`config.mk`:
```
export PLATFORM = sky130hd
export DESIGN_NAME = up5bit_gray_count_sync_monitor
export DESIGN_NICKNAME = d
export VERILOG_FILES = /design/src/rtl/up5bit_count_pkg.sv /design/src/rtl/gray_sync_n.sv /design/src/rtl/up5bit_gray_count_sync_monitor.sv
export SDC_FILE = /design/constraint.sdc
export NUM_CORES = 1
export LEC_CHECK = 0
export ABC_AREA = 1
export ABC_CLOCK_PERIOD_IN_PS = 5300
export BUFFER_PORTS_ARGS = -buffer_cell sky130_fd_sc_hd__buf_2
export CAP_MARGIN = 20
export CORE_ASPECT_RATIO = 1.25
export CORE_MARGIN = 5
export CORE_UTILIZATION = 30
export DETAILED_ROUTE_END_ITERATION = 16
export HOLD_SLACK_MARGIN = 0.15
export PLACE_DENSITY = 0.5
export SLEW_MARGIN = 40
export SYNTH_ARGS = -nofsm -noshare
export SYNTH_HDL_FRONTEND = slang
export SYNTH_SLANG_ARGS = --single-unit
```
`constraint.sdc`:
```
create_clock -name clk -period 5.3 [get_ports clk]
set_input_delay 0.265 -clock clk [delete_from_list [all_inputs] [get_ports clk]]
set_output_delay 0.265 -clock clk [all_outputs]
set_load 0.1 [all_outputs]
```
`src/rtl/up5bit_count_pkg.sv`:
```
// Shared types and Gray/binary conversion for the 5-bit up counter and its consumers.
package up5bit_count_pkg;

    localparam int unsigned CNT_W = 5;

    typedef logic [CNT_W-1:0] cnt_t;

    typedef enum logic [1:0] {
        SEED,
        TRACK,
        ERROR
    } mon_state_e;

    function automatic cnt_t bin2gray(input cnt_t b);
        return b ^ (b >> 1);
    endfunction

    function automatic cnt_t gray2bin(input cnt_t g);
        cnt_t b;
        b[CNT_W-1] = g[CNT_W-1];
        for (int i = CNT_W - 2; i >= 0; i--) begin
            b[i] = b[i+1] ^ g[i];
        end
        return b;
    endfunction

endpackage

```
`src/rtl/gray_sync_n.sv`:
```
// Multi-stage flop synchroniser for a Gray-coded bus crossing into clk.
module gray_sync_n #(
    parameter int unsigned WIDTH  = 5,
    parameter int unsigned STAGES = 2
) (
    input  logic             clk,
    input  logic             reset,
    input  logic [WIDTH-1:0] d,
    output logic [WIDTH-1:0] q
);

    logic [WIDTH-1:0] stage_q [STAGES];

    always_ff @(posedge clk or posedge reset) begin
        if (reset) begin
            for (int i = 0; i < STAGES; i++) begin
                stage_q[i] <= '0;
            end
        end else begin
            stage_q[0] <= d;
            for (int i = 1; i < STAGES; i++) begin
                stage_q[i] <= stage_q[i-1];
            end
        end
    end

    assign q = stage_q[STAGES-1];

endmodule

```
`src/rtl/up5bit_gray_count_sync_monitor.sv`:
```
// Synchronises a foreign-domain Gray count, reports per-step advance, accumulates a saturating
// total and flags illegal jumps.
module up5bit_gray_count_sync_monitor
    import up5bit_count_pkg::*;
#(
    parameter int unsigned SYNC_STAGES = 2,
    parameter int unsigned MAX_STEP    = 1,
    parameter int unsigned TOTAL_W     = 16
) (
    input  logic               clk,
    input  logic               reset,
    input  logic [CNT_W-1:0]   gray_in,
    input  logic               clear,
    output logic [CNT_W-1:0]   bin_out,
    output logic               step_valid,
    output logic [CNT_W-1:0]   step_size,
    output logic               wrap_pulse,
    output logic [TOTAL_W-1:0] total,
    output logic               err
);

    localparam logic [2:0] FILL = 3'(SYNC_STAGES);

    cnt_t gray_s;
    cnt_t bin_s;
    cnt_t delta;
    logic wrap;
    logic legal_step;
    logic illegal_jump;
    logic [31:0] delta_w;
    logic [TOTAL_W:0] total_sum;
    logic [TOTAL_W-1:0] total_sat;

    mon_state_e state_q, state_d;
    cnt_t prev_q, prev_d;
    cnt_t bin_out_q;
    logic step_valid_q, step_valid_d;
    cnt_t step_size_q, step_size_d;
    logic wrap_q, wrap_d;
    logic [TOTAL_W-1:0] total_q, total_d;
    logic err_q, err_d;
    logic [2:0] fill_q;

    gray_sync_n #(
        .WIDTH  (CNT_W),
        .STAGES (SYNC_STAGES)
    ) u_gray_sync (
        .clk   (clk),
        .reset (reset),
        .d     (gray_in),
        .q     (gray_s)
    );

    assign bin_s        = gray2bin(gray_s);
    assign delta        = bin_s - prev_q;
    assign wrap         = bin_s < prev_q;
    assign delta_w      = 32'(delta);
    assign legal_step   = (delta != '0) && (delta_w <= MAX_STEP);
    assign illegal_jump = delta_w > MAX_STEP;

    assign total_sum = {1'b0, total_q} + {{(TOTAL_W + 1 - CNT_W){1'b0}}, delta};
    assign total_sat = total_sum[TOTAL_W] ? '1 : total_sum[TOTAL_W-1:0];

    always_comb begin
        state_d      = state_q;
        prev_d       = prev_q;
        step_valid_d = 1'b0;
        step_size_d  = step_size_q;
        wrap_d       = 1'b0;
        total_d      = total_q;
        err_d        = err_q;

        if (clear) begin
            total_d = '0;
            err_d   = 1'b0;
            state_d = SEED;
        end else begin
            unique case (state_q)
                // After reset the synchroniser still holds its reset value; seed only once real
                // data has reached the last stage, otherwise the first sample looks like a jump.
                SEED: begin
                    if (fill_q == FILL) begin
                        prev_d  = bin_s;
                        state_d = TRACK;
                    end
                end
                TRACK: begin
                    if (legal_step) begin
                        step_valid_d = 1'b1;
                        step_size_d  = delta;
                        wrap_d       = wrap;
                        prev_d       = bin_s;
                        total_d      = total_sat;
                    end else if (illegal_jump) begin
                        err_d   = 1'b1;
                        prev_d  = bin_s;
                        state_d = ERROR;
                    end
                end
                ERROR: begin
                    prev_d = bin_s;
                end
                default: begin
                    state_d = SEED;
                end
            endcase
        end
    end

    always_ff @(posedge clk or posedge reset) begin
        if (reset) begin
            state_q      <= SEED;
            prev_q       <= '0;
            bin_out_q    <= '0;
            step_valid_q <= 1'b0;
            step_size_q  <= '0;
            wrap_q       <= 1'b0;
            total_q      <= '0;
            err_q        <= 1'b0;
            fill_q       <= '0;
        end else begin
            state_q      <= state_d;
            prev_q       <= prev_d;
            bin_out_q    <= bin_s;
            step_valid_q <= step_valid_d;
            step_size_q  <= step_size_d;
            wrap_q       <= wrap_d;
            total_q      <= total_d;
            err_q        <= err_d;
            if (fill_q != FILL) begin
                fill_q <= fill_q + 3'd1;
            end
        end
    end

    assign bin_out    = bin_out_q;
    assign step_valid = step_valid_q;
    assign step_size  = step_size_q;
    assign wrap_pulse = wrap_q;
    assign total      = total_q;
    assign err        = err_q;

endmodule
```
Yosys cells after proc, flatten, opt, wreduce, memory -nomap -nowiden --
Cells that the tools add are included.
Operators by class: $add $sub $neg 3, order comparisons 3, equal/unequal tests 11, mux-type cells 23, bitwise gates (word level) 5, reductions and logical operators 12
Operator list (number):
- $mux W16 | 4
- $add A16 B5 Y17 | 1
- $mux W5 | 3
- $pmux W5 S3 | 1
- $ne A3 B3 Y1 const B | 4
- $mux W1 | 10
- $mux W2 | 4
- $reduce_and A4 Y1 | 2
- $ne A2 B2 Y1 const B | 3
- $pmux W2 S3 | 1
- $reduce_and A3 Y1 | 2
- $reduce_bool A2 Y1 | 3
- $gt A5 B1 Y1 const B | 1
- $le A5 B1 Y1 const B | 1
- $lt A5 B5 Y1 | 1
- $reduce_bool A5 Y1 | 1
- $sub A5 B5 Y5 | 1
- $xor A1 B1 Y1 | 4
- $add A3 B1 Y3 const B | 1
- $eq A3 B2 Y1 const B | 1
- $ne A3 B2 Y1 const B | 1
- $reduce_bool A3 Y1 | 1
- $eq A2 B1 Y1 const B | 1
- $eq A2 B2 Y1 const B | 1
- other kinds (4) | 4
Storage, ports and cells: register bits after elaboration 49, input port bits 8, output and inout port bits 29, word-level logic and storage cells 68

Depth between registers and ports, before layout --
Gate-level depths: netlist of the first run.
depth after elaboration 10, mapped depth 28, mapped depth without buffers 28

By module --
From an unflattened synthesis of the first run, not the netlist that was laid out.
Unflattened totals: cells, all modules 331, area total of the unflattened synthesis 2673.8 µm²
Modules (own cells, without submodules):
- up5bit_gray_count_sync_monitor | times used 1, cells an instance 315, area an instance 2382.3 µm², seq. area each 975.9 µm²
- gray_sync_n | times used 1, cells an instance 16, area an instance 291.5 µm², seq. area each 250.2 µm²

Worst setup path after synthesis of the first run --
No wires, ideal clock.
kind register to register, from register u_gray_sync.stage_q (netlist bit u_gray_sync.q[4]), to register total_q[5], in the netlist total[5], setup time 0.121 ns, arrival time 3.356 ns, data required time 5.179 ns, setup slack 1.823 ns, stages on the path, launching flop included 29, buffers on the path 1, period minus slack after synthesis 3.477 ns, path through dfrtp_1 -> inv_1 -> nand2_1 -> nand2_1 -> nand2_1 -> nand2_1 -> nand2_1 -> nand2_1 -> nand2_1 -> nand2_1 -> inv_1 -> ha_1 -> fa_1 -> inv_1 -> nand3_1 -> nand2_1 -> nand2_1 -> nand2_1 -> inv_2 -> ha_1 -> nand2_1 -> inv_1 -> a21boi_0 -> nand2_1 -> nand3_2 -> buf_4 -> nand3_1 -> nand2_1 -> nand2_1
Between the ends: word-level cells in the longest chain between the ends 10, elaborated cells on any way between the ends 15, classes of those cells add/sub (2); order compare (1); mux (4); bitwise (4); reduce/logical (4)
RTL lines:
- from (decl) | line gray_sync_n.sv:12 | logic [WIDTH-1:0] stage_q [STAGES];
- from (signal, indexed assignment) | line gray_sync_n.sv:22 | stage_q[i] <= stage_q[i-1];
- $xor A1 B1 Y1 * | line up5bit_count_pkg.sv:22 | b[i] = b[i+1] ^ g[i];
- named net bin_s[3] | line up5bit_gray_count_sync_monitor.sv:25 | cnt_t bin_s;
- $xor A1 B1 Y1 * (2 in series) | line up5bit_count_pkg.sv:22
- named net bin_s[1] | line up5bit_gray_count_sync_monitor.sv:25
- $xor A1 B1 Y1 * | line up5bit_count_pkg.sv:22
- named net bin_s[0] | line up5bit_gray_count_sync_monitor.sv:25
- $sub A5 B5 Y5 * | line up5bit_gray_count_sync_monitor.sv:55 | assign delta = bin_s - prev_q;
- $add A16 B5 Y17 | line up5bit_gray_count_sync_monitor.sv:61 | assign total_sum = {1'b0, total_q} + {{(TOTAL_W + 1 - CNT_W){1'b0}}, delta};
- $mux W16 | line up5bit_gray_count_sync_monitor.sv:62 | assign total_sat = total_sum[TOTAL_W] ? '1 : total_sum[TOTAL_W-1:0];
- $mux W16 | line up5bit_gray_count_sync_monitor.sv:88 | if (legal_step) begin
- $mux W16 | line up5bit_gray_count_sync_monitor.sv:78 | unique case (state_q)
- $mux W16 | line up5bit_gray_count_sync_monitor.sv:73 | if (clear) begin
- to (signal assigned) | line up5bit_gray_count_sync_monitor.sv:128 | total_q <= total_d;
- to (decl) | line up5bit_gray_count_sync_monitor.sv:40 | logic [TOTAL_W-1:0] total_q, total_d;
Mark *: on every way through the listed nets, which the timed path passes. The rest lies on a longest branch. The select of a mux whose other input is x is not followed. A chain may end at the register's enable or synchronous reset.

Worst setup path in the final report of the first run --
from register u_gray_sync.stage_q (netlist bit u_gray_sync.q[4]), to register total_q[2], in the netlist total[2]
The elaborated chain is that of the path after synthesis.

==> results of run 1 <==
placed cells by master (no fill, tap or decap), types with 2 or more instances in the layout:
master,n
a21oi_1,6
buf_2,36
clkbuf_8,6
dfrtp_1,49
dlygate4sd3_1,6
fa_1,2
ha_1,12
inv_1,49
inv_2,4
nand2_1,116
nand3_1,60
nand3b_1,3
nand4_1,4
nor2_1,17
nor2_2,2
nor3_1,4
o21ai_0,2
xnor2_1,3
xor2_1,2
worst max path at each step:
stage	end	slack (ns)
final	total[2]	1.44
after global routing	total[2]	0.85
after CTS	total[2]	1.42
after detailed placement	total[2]	1.45
after global placement	total[2]	1.55
after floorplan	total[5]	1.82
critical path: stages (launching register included):
cell	delay [ns]
dfrtp_1	0.43
inv_1	0.07
nand2_1	0.06
nand2_1	0.11
nand2_1	0.08
nand2_1	0.08
nand2_1	0.07
nand2_1	0.14
nand2_1	0.07
nand2_1	0.10
inv_1	0.06
ha_1	0.21
fa_1	0.40
inv_1	0.07
nand3_1	0.08
nand2_1	0.08
nand2_1	0.05
nand2_1	0.12
inv_2	0.07
ha_1	0.35
nand2_1	0.11
inv_1	0.05
a21boi_0	0.22
nand2_1	0.16
nand3_2	0.27
o21ai_0	0.14
nand2_1	0.08
nand2_1	0.05
area by class of cell:
class / count / area [µm²]
fill: 985 / 5570
timing repair buffer: 42 / 240
clock inverter: 2 / 17.5
clock buffer: 6 / 82.6
tap: 120 / 150
multi-input combinational: 243 / 1250
inverter: 55 / 209
sequential: 49 / 1230
power by group through the flow:
stage / sequential (W) / clock (W) / combinational (W)
after floorplan: 0.000460 / 0 / 0.000166
after global placement: 0.000418 / 0 / 0.000260
after detailed placement: 0.000418 / 0 / 0.000261
after CTS: 0.000410 / 0.000254 / 0.000265
after global routing: 0.000413 / 0.000263 / 0.000300
final: 0.000410 / 0.000248 / 0.000261
flip-flops by register name, indices dropped and copies added (netlist names):
register	count
bin_out	5
err	1
fill_q	3
prev_q	5
state_q	2
step_size	5
step_valid	1
total	16
u_gray_sync.q	5
u_gray_sync.stage_q	5
wrap_pulse	1
logic make-up (layout without fill, tap and decap cells):
group                    Yosys count  count (layout)
XOR/XNOR                           5               5
adder cells (fa/ha/maj)           14              14
buffers and inverters             59             105
AND/OR/NAND/NOR                  212             212
AO/OA/AOI/OAI                     12              12
flip-flops                        49              49
through the flow:
step | total power [W] | util | instance area [µm²] | setup WS (ns) | hold WS, ns
after floorplan | 0.000626 | - | 2720 | 1.82 | 0.296
after global placement | 0.000677 | 0.344 | 3010 | 1.55 | 0.331
after detailed placement | 0.000678 | 0.345 | 3020 | 1.45 | 0.337
after CTS | 0.000930 | 0.363 | 3180 | 1.42 | 0.176
after global routing | 0.000977 | 0.363 | 3180 | 0.850 | 0.196
final | 0.000918 | 0.363 | 3180 | 1.44 | 0.179
per-layer routing:
layer	up-vias	track usage	routed length, µm
met1	1052	0.150	2740
met4	0	0.0568	132
met5	-	0	0
li1	1199	-	-
met3	9	0.0200	205
met2	41	0.213	3140
==> flow_summary_export.csv, run 1 <==
group,metric,value,unit
synthesis,syn_inst,351,
worst_setup_path,rrSetupSlack,1.44,ns
timing,final.setup.tns,0,ns
timing,max_slew_margin,0.554,
synthesis,synth_mux_area_frac,0,
timing,rsz0062_at_grt,"false",
worst_setup_path,cp.arrival,4.06,ns
final_layout,final_cells,517,
final_layout,num-nets-final,418,
floorplan,rows,38,
clocking,clk_latency,0.32,ns
final_layout,layout-drive-gt1-share,0.144,
pwr,p_leak,1.77,nW
min_path,holdPathEnd,"err",
run_status,status,"completed",
placement,port_buffers,36,
clocking,clockBufferDepth,2,
synthesis,synth_area_per_cell,7.74,µm²
pwr,swShare,0.369,
synthesis,ys_ff_latch,49,
worst_setup_path,critPathLaunchType,"flop",
worst_setup_path,startpoint,"u_gray_sync.q[4]",
floorplan,die_width,95.1,µm
clocking,cts_max_level,2,
synthesis,yosys_warnings,0,
floorplan,die-area,11100,µm²
synthesis,synth.distinct_cells,30,
synthesis,yosysTopAreaCell,"dfrtp_1",
placement,gp_congestion,0.844,
synthesis,synthXorXnorAreaFrac,0.0161,
synthesis,synthSimpleGateAreaFrac,0.346,
clocking,cts_root_buf,"clkbuf_8",
global_routing,antenna_found_initial,0,
clocking,postCtsSetupBuffers,0,
synthesis,synth_top_family_by_area,"simple AND/OR/NAND/NOR gates",
timing,tightest_slew,0.667,ns
synthesis,synth_area_leaders,"dfrtp_1 (45%), nand2_1 (16%), nand3_1 (11%)",
synthesis,synth_ff_type,"dfrtp_1",
clocking,cts_resized,0,
synthesis,synth_fp_nets,373,
synthesis,synth-edff-count,0,
synthesis,yosys.area.top_type_share,0.451,
clocking,cts_made_buffers,5,
worst_setup_path,rr_endpoint,"total[2]",
drt,drt-initial-drc-count,101,
global_routing,first_global_vias,2308,
final_layout,area_delta_synth_final,16.9,%
timing,finalSetupViolCount,0,
worst_setup_path,critPathKind,"flop to flop",
clocking,cts_tree,"built",
global_routing,grt_use_total,0.123,
worst_setup_path,cp-end-kind,"flop",
worst_setup_path,ff2ff_path_depth,27,
pwr,peakVddDrop,0.118,mV
drt,ant_nets,0,
synthesis,synth_commonest_cells,"nand2_1 (116), nand3_1 (60), inv_1 (50)",
timing,fin_crit,3.86,ns
min_path,hp-start,"clear",
drt,drc_errors,0,
synthesis,synthArstFlopShare,1.00,
timing,skew,0.00905,ns
synthesis,synthAdderAreaFrac,0.0700,
drt,wl_per_cell,12.0,µm
placement,dp_cells,503,
final_layout,antenna-diode-count,0,
worst_setup_path,crit_fanout,14,
global_routing,grt_pass1_wl,10.8,mm
floorplan,die_h,116,µm
drt,vias_per_cell,4.45,
synthesis,synth_compound_area_frac,0.0281,
timing,final_max_slew_viol_count,0,
pwr,p_seq_frac,0.446,
global_routing,grt_max_degree,50,
floorplan,initial_utilization,0.310,
pwr,p_comb_frac,0.284,
drt,wirelength,6.22,mm
synthesis,netlist_area,2720,µm²
pwr,powerDensity,289,nW/µm²
synthesis,synth.most_common_cell,"nand2_1",
synthesis,ys_seq_area_frac,0.451,
clocking,clk_pin_slew,0.09,ns
worst_setup_path,crit_required,5.51,ns
flow_run,drv_cap,0,
placement,dpl.hpwl,4.61,mm
min_path,holdCritPathClass,"input port to flop",
clocking,clock-sinks,49,
worst_setup_path,worstReg2RegStart,"u_gray_sync.q[4]",
floorplan,core,8750,µm²
drt,num_vias,2301,
min_path,hold_depth,2,
floorplan,io_pins,37,
drt,first_pass_iters,4,
timing,finalCritPeriodShare,0.727,
global_routing,grt-ovfl-total,0,
pwr,cellInternalPower,0.000579,W
timing,timing.fmax,259,MHz
pwr,p_sw,0.000339,W
clocking,hold_buffers,6,
pwr,p_clk_frac,0.270,
timing,hold_viol,0,
Note: power is estimated with default switching activity, not from simulation.
==> run 2, diff against run 1 <==
--- a/config.mk
+++ b/config.mk
@@ -6,7 +6,7 @@
 export NUM_CORES = 1
 export LEC_CHECK = 0
 export ABC_AREA = 1
-export ABC_CLOCK_PERIOD_IN_PS = 5300
+export ABC_CLOCK_PERIOD_IN_PS = 3100
 export BUFFER_PORTS_ARGS = -buffer_cell sky130_fd_sc_hd__buf_2
 export CAP_MARGIN = 20
 export CORE_ASPECT_RATIO = 1.25
@@ -14,7 +14,7 @@
 export CORE_UTILIZATION = 30
 export DETAILED_ROUTE_END_ITERATION = 16
 export HOLD_SLACK_MARGIN = 0.15
-export PLACE_DENSITY = 0.5
+export PLACE_DENSITY = 0.52
 export SLEW_MARGIN = 40
 export SYNTH_ARGS = -nofsm -noshare
 export SYNTH_HDL_FRONTEND = slang
==> constraint.sdc (replaced) <==
create_clock -name clk -period 3.1 [get_ports clk]
set_input_delay 0.155 -clock clk [delete_from_list [all_inputs] [get_ports clk]]
set_output_delay 0.155 -clock clk [all_outputs]
set_load 0.1 [all_outputs]
==> run 2 against run 1 <==
Against the previous run: the run now ends with negative setup slack left; total power rose by 88%; utilization is 4.9 points higher; count of clock-buffer cells in the layout decreased by 1; sequential power grew 71%; cell count grew 5.4%; hold slack improved by 0.18 ns; non-clock buffer count is 27 higher; setup slack worse by 1.5 ns; clock skew increased by 0.0043 ns; sequential share of layout area is 4.6 points lower; flip-flop and latch count unchanged; critical path depth shrank 2; largest cell class unchanged.
==> flow_summary_export.csv, run 2 (synthesis results as in run 1) <==
group,metric,value,unit
clocking,cts_made_buffers,5,
global_routing,grt_use_total,0.130,
floorplan,die-area,11100,µm²
final_layout,nFillCells,906,
worst_setup_path,cp_num_buf_inv,5,
flow_run,drv_cap,0,
drt,first_pass_iters,4,
floorplan,die_width,95.1,µm
worst_setup_path,crit_required,3.35,ns
final_layout,largest_register_ffs,16,
global_routing,first_global_vias,2373,
drt,drt-initial-drc-count,110,
drt,vias_per_cell,4.47,
drt,num_vias,2434,
global_routing,antenna_found_initial,0,
placement,dpl.hpwl,4.75,mm
pwr,cellInternalPower,0.00108,W
final_layout,area_delta_synth_final,32.7,%
timing,finalCritPeriodShare,1.03,
final_layout,final_common_cell,"nand2_1",
timing,skew,0.0133,ns
floorplan,die_h,116,µm
clocking,clk_pin_slew,0.10,ns
worst_setup_path,critPathLaunchType,"flop",
floorplan,core,8750,µm²
global_routing,grt_max_degree,50,
pwr,p_clk_frac,0.241,
clocking,clock-sinks,49,
worst_setup_path,cp.arrival,3.44,ns
final_layout,num-nets-final,446,
final_layout,final_area,3610,µm²
pwr,p_leak,1.96,nW
final_layout,final_util,0.412,
drt,drc_errors,0,
placement,place_area,3150,µm²
worst_setup_path,cpMostUsedCell,"nand2_2",
floorplan,initial_utilization,0.310,
placement,gp_congestion,0.873,
floorplan,io_pins,37,
placement,port_buffers,36,
worst_setup_path,cp-end-kind,"flop",
pwr,peakVddDrop,0.245,mV
worst_setup_path,critPathTopFamily,"simple AND/OR/NAND/NOR gates",
placement,dp_slack,-0.163,ns
run_status,status,"finished with violations",
timing,fin_crit,3.19,ns
timing,final_max_slew_viol_count,0,
pwr,powerDensity,478,nW/µm²
worst_setup_path,critPathSlowestCell,"dfrtp_1",
timing,rsz0062_at_grt,"true",
worst_setup_path,crit_fanout,7,
floorplan,rows,38,
clocking,clockBufferDepth,2,
min_path,holdCritPathClass,"flop to flop",
timing,hold_viol,0,
worst_setup_path,critPathKind,"flop to flop",
pwr,swShare,0.373,
clocking,cts_root_buf,"clkbuf_8",
timing,finalSetupViolCount,15,
clocking,cts_max_level,2,
final_layout,final_cell_mix,"nand2_1 (100), dfrtp_1 (49), nand3_1 (46)",
pwr,p_sw,0.000643,W
pwr,p_seq_frac,0.407,
timing,timing.fmax,313,MHz
drt,wl_per_cell,12.3,µm
drt,ant_nets,0,
timing,tightest_slew,0.712,ns
run_status,failed_checks,"negative setup slack",
final_layout,antenna-diode-count,0,
worst_setup_path,crit_path_max_incr_delay,0.42,ns
final_layout,layout-drive-gt1-share,0.301,
final_layout,final_cells,545,
placement,dp_cells,516,
drt,wirelength,6.72,mm
clocking,clk_latency,0.32,ns
timing,max_slew_margin,0.524,
pwr,p_comb_frac,0.352,
timing,setup_ws,-0.0938,ns
global_routing,grt_pass1_wl,11.4,mm
clocking,cts_tree,"built",
global_routing,grt-ovfl-total,0,
## run 2: cell types whose count changed in the layout (fill, tap and decap cells not counted), sizes merged
cell	previous run	this run
dlygate4sd3	6	7
nand3	61	62
buf	36	62
inv	55	56
clkbuf	6	5
## run 2: per-stage QoR
step | hold WS [ns] | power, W | TNS, ns
2_1_floorplan | 0.186 | 0.00109 | -0.0887
3_3_place_gp | 0.263 | 0.00122 | -1.87
3_5_place_dp | 0.269 | 0.00123 | -1.79
4_1_cts | 0.360 | 0.00170 | -0.718
5_1_grt | 0.363 | 0.00184 | -5.11
6_report | 0.358 | 0.00172 | -0.738
## run 2: layout make-up
| type | instances | area, µm² | area share |
|---|---|---|---|
| sequential | 49 | 1230 | 0.340 |
| multi-input combinational | 244 | 1470 | 0.409 |
| inverter | 55 | 209 | 0.0579 |
| clock buffer | 5 | 68.8 | 0.0191 |
| timing repair buffer | 69 | 449 | 0.125 |
| tap | 120 | 150 | 0.0416 |
| clock inverter | 3 | 28.8 | 0.00798 |
## run 2: worst paths after layout
check / depth (start not counted) / slack (ns) / from / end
setup / recovery: 25 / -0.09 / u_gray_sync.q[4] / total[2]
hold / removal: 0 / 0.36 / u_gray_sync.stage_q[9] / u_gray_sync.q[4]
setup reg to reg: 25 / -0.09 / u_gray_sync.q[4] / total[2]
hold reg to reg: 0 / 0.36 / u_gray_sync.stage_q[9] / u_gray_sync.q[4]
max in group asynchronous: 3 / 2.21 / reset / total[5]
min in group asynchronous: 3 / 0.48 / reset / step_size[3]
## run 2: metal layers
layer  vias up  track usage  part of all wire
li1       1265            -                 -
met1      1122        0.160              0.43
met2        34        0.227              0.52
met3        13       0.0226             0.030
met4         0       0.0472             0.018
met5         -            0                 0
## run 2: power by group through the flow
stage | combinational (W) | clock [W] | sequential [W]
6_report | 0.000607 | 0.000416 | 0.000701
5_1_grt | 0.000672 | 0.000457 | 0.000707
4_1_cts | 0.000569 | 0.000431 | 0.000700
3_5_place_dp | 0.000515 | 0 | 0.000713
3_3_place_gp | 0.000508 | 0 | 0.000712
2_1_floorplan | 0.000299 | 0 | 0.000787
## run 2: repair_timing
| item | 4_1_cts | 5_1_grt |
|---|---|---|
| gates resized for setup | 21 | 21 |
| pin swaps | 15 | 25 |
| hold endpoints to repair | 56 | 0 |
| setup buffers | 8 | 5 |
| endpoints found under the setup margin | 16 | 28 |
| hold buffers | 7 | 0 |
| gates cloned | 1 | 0 |
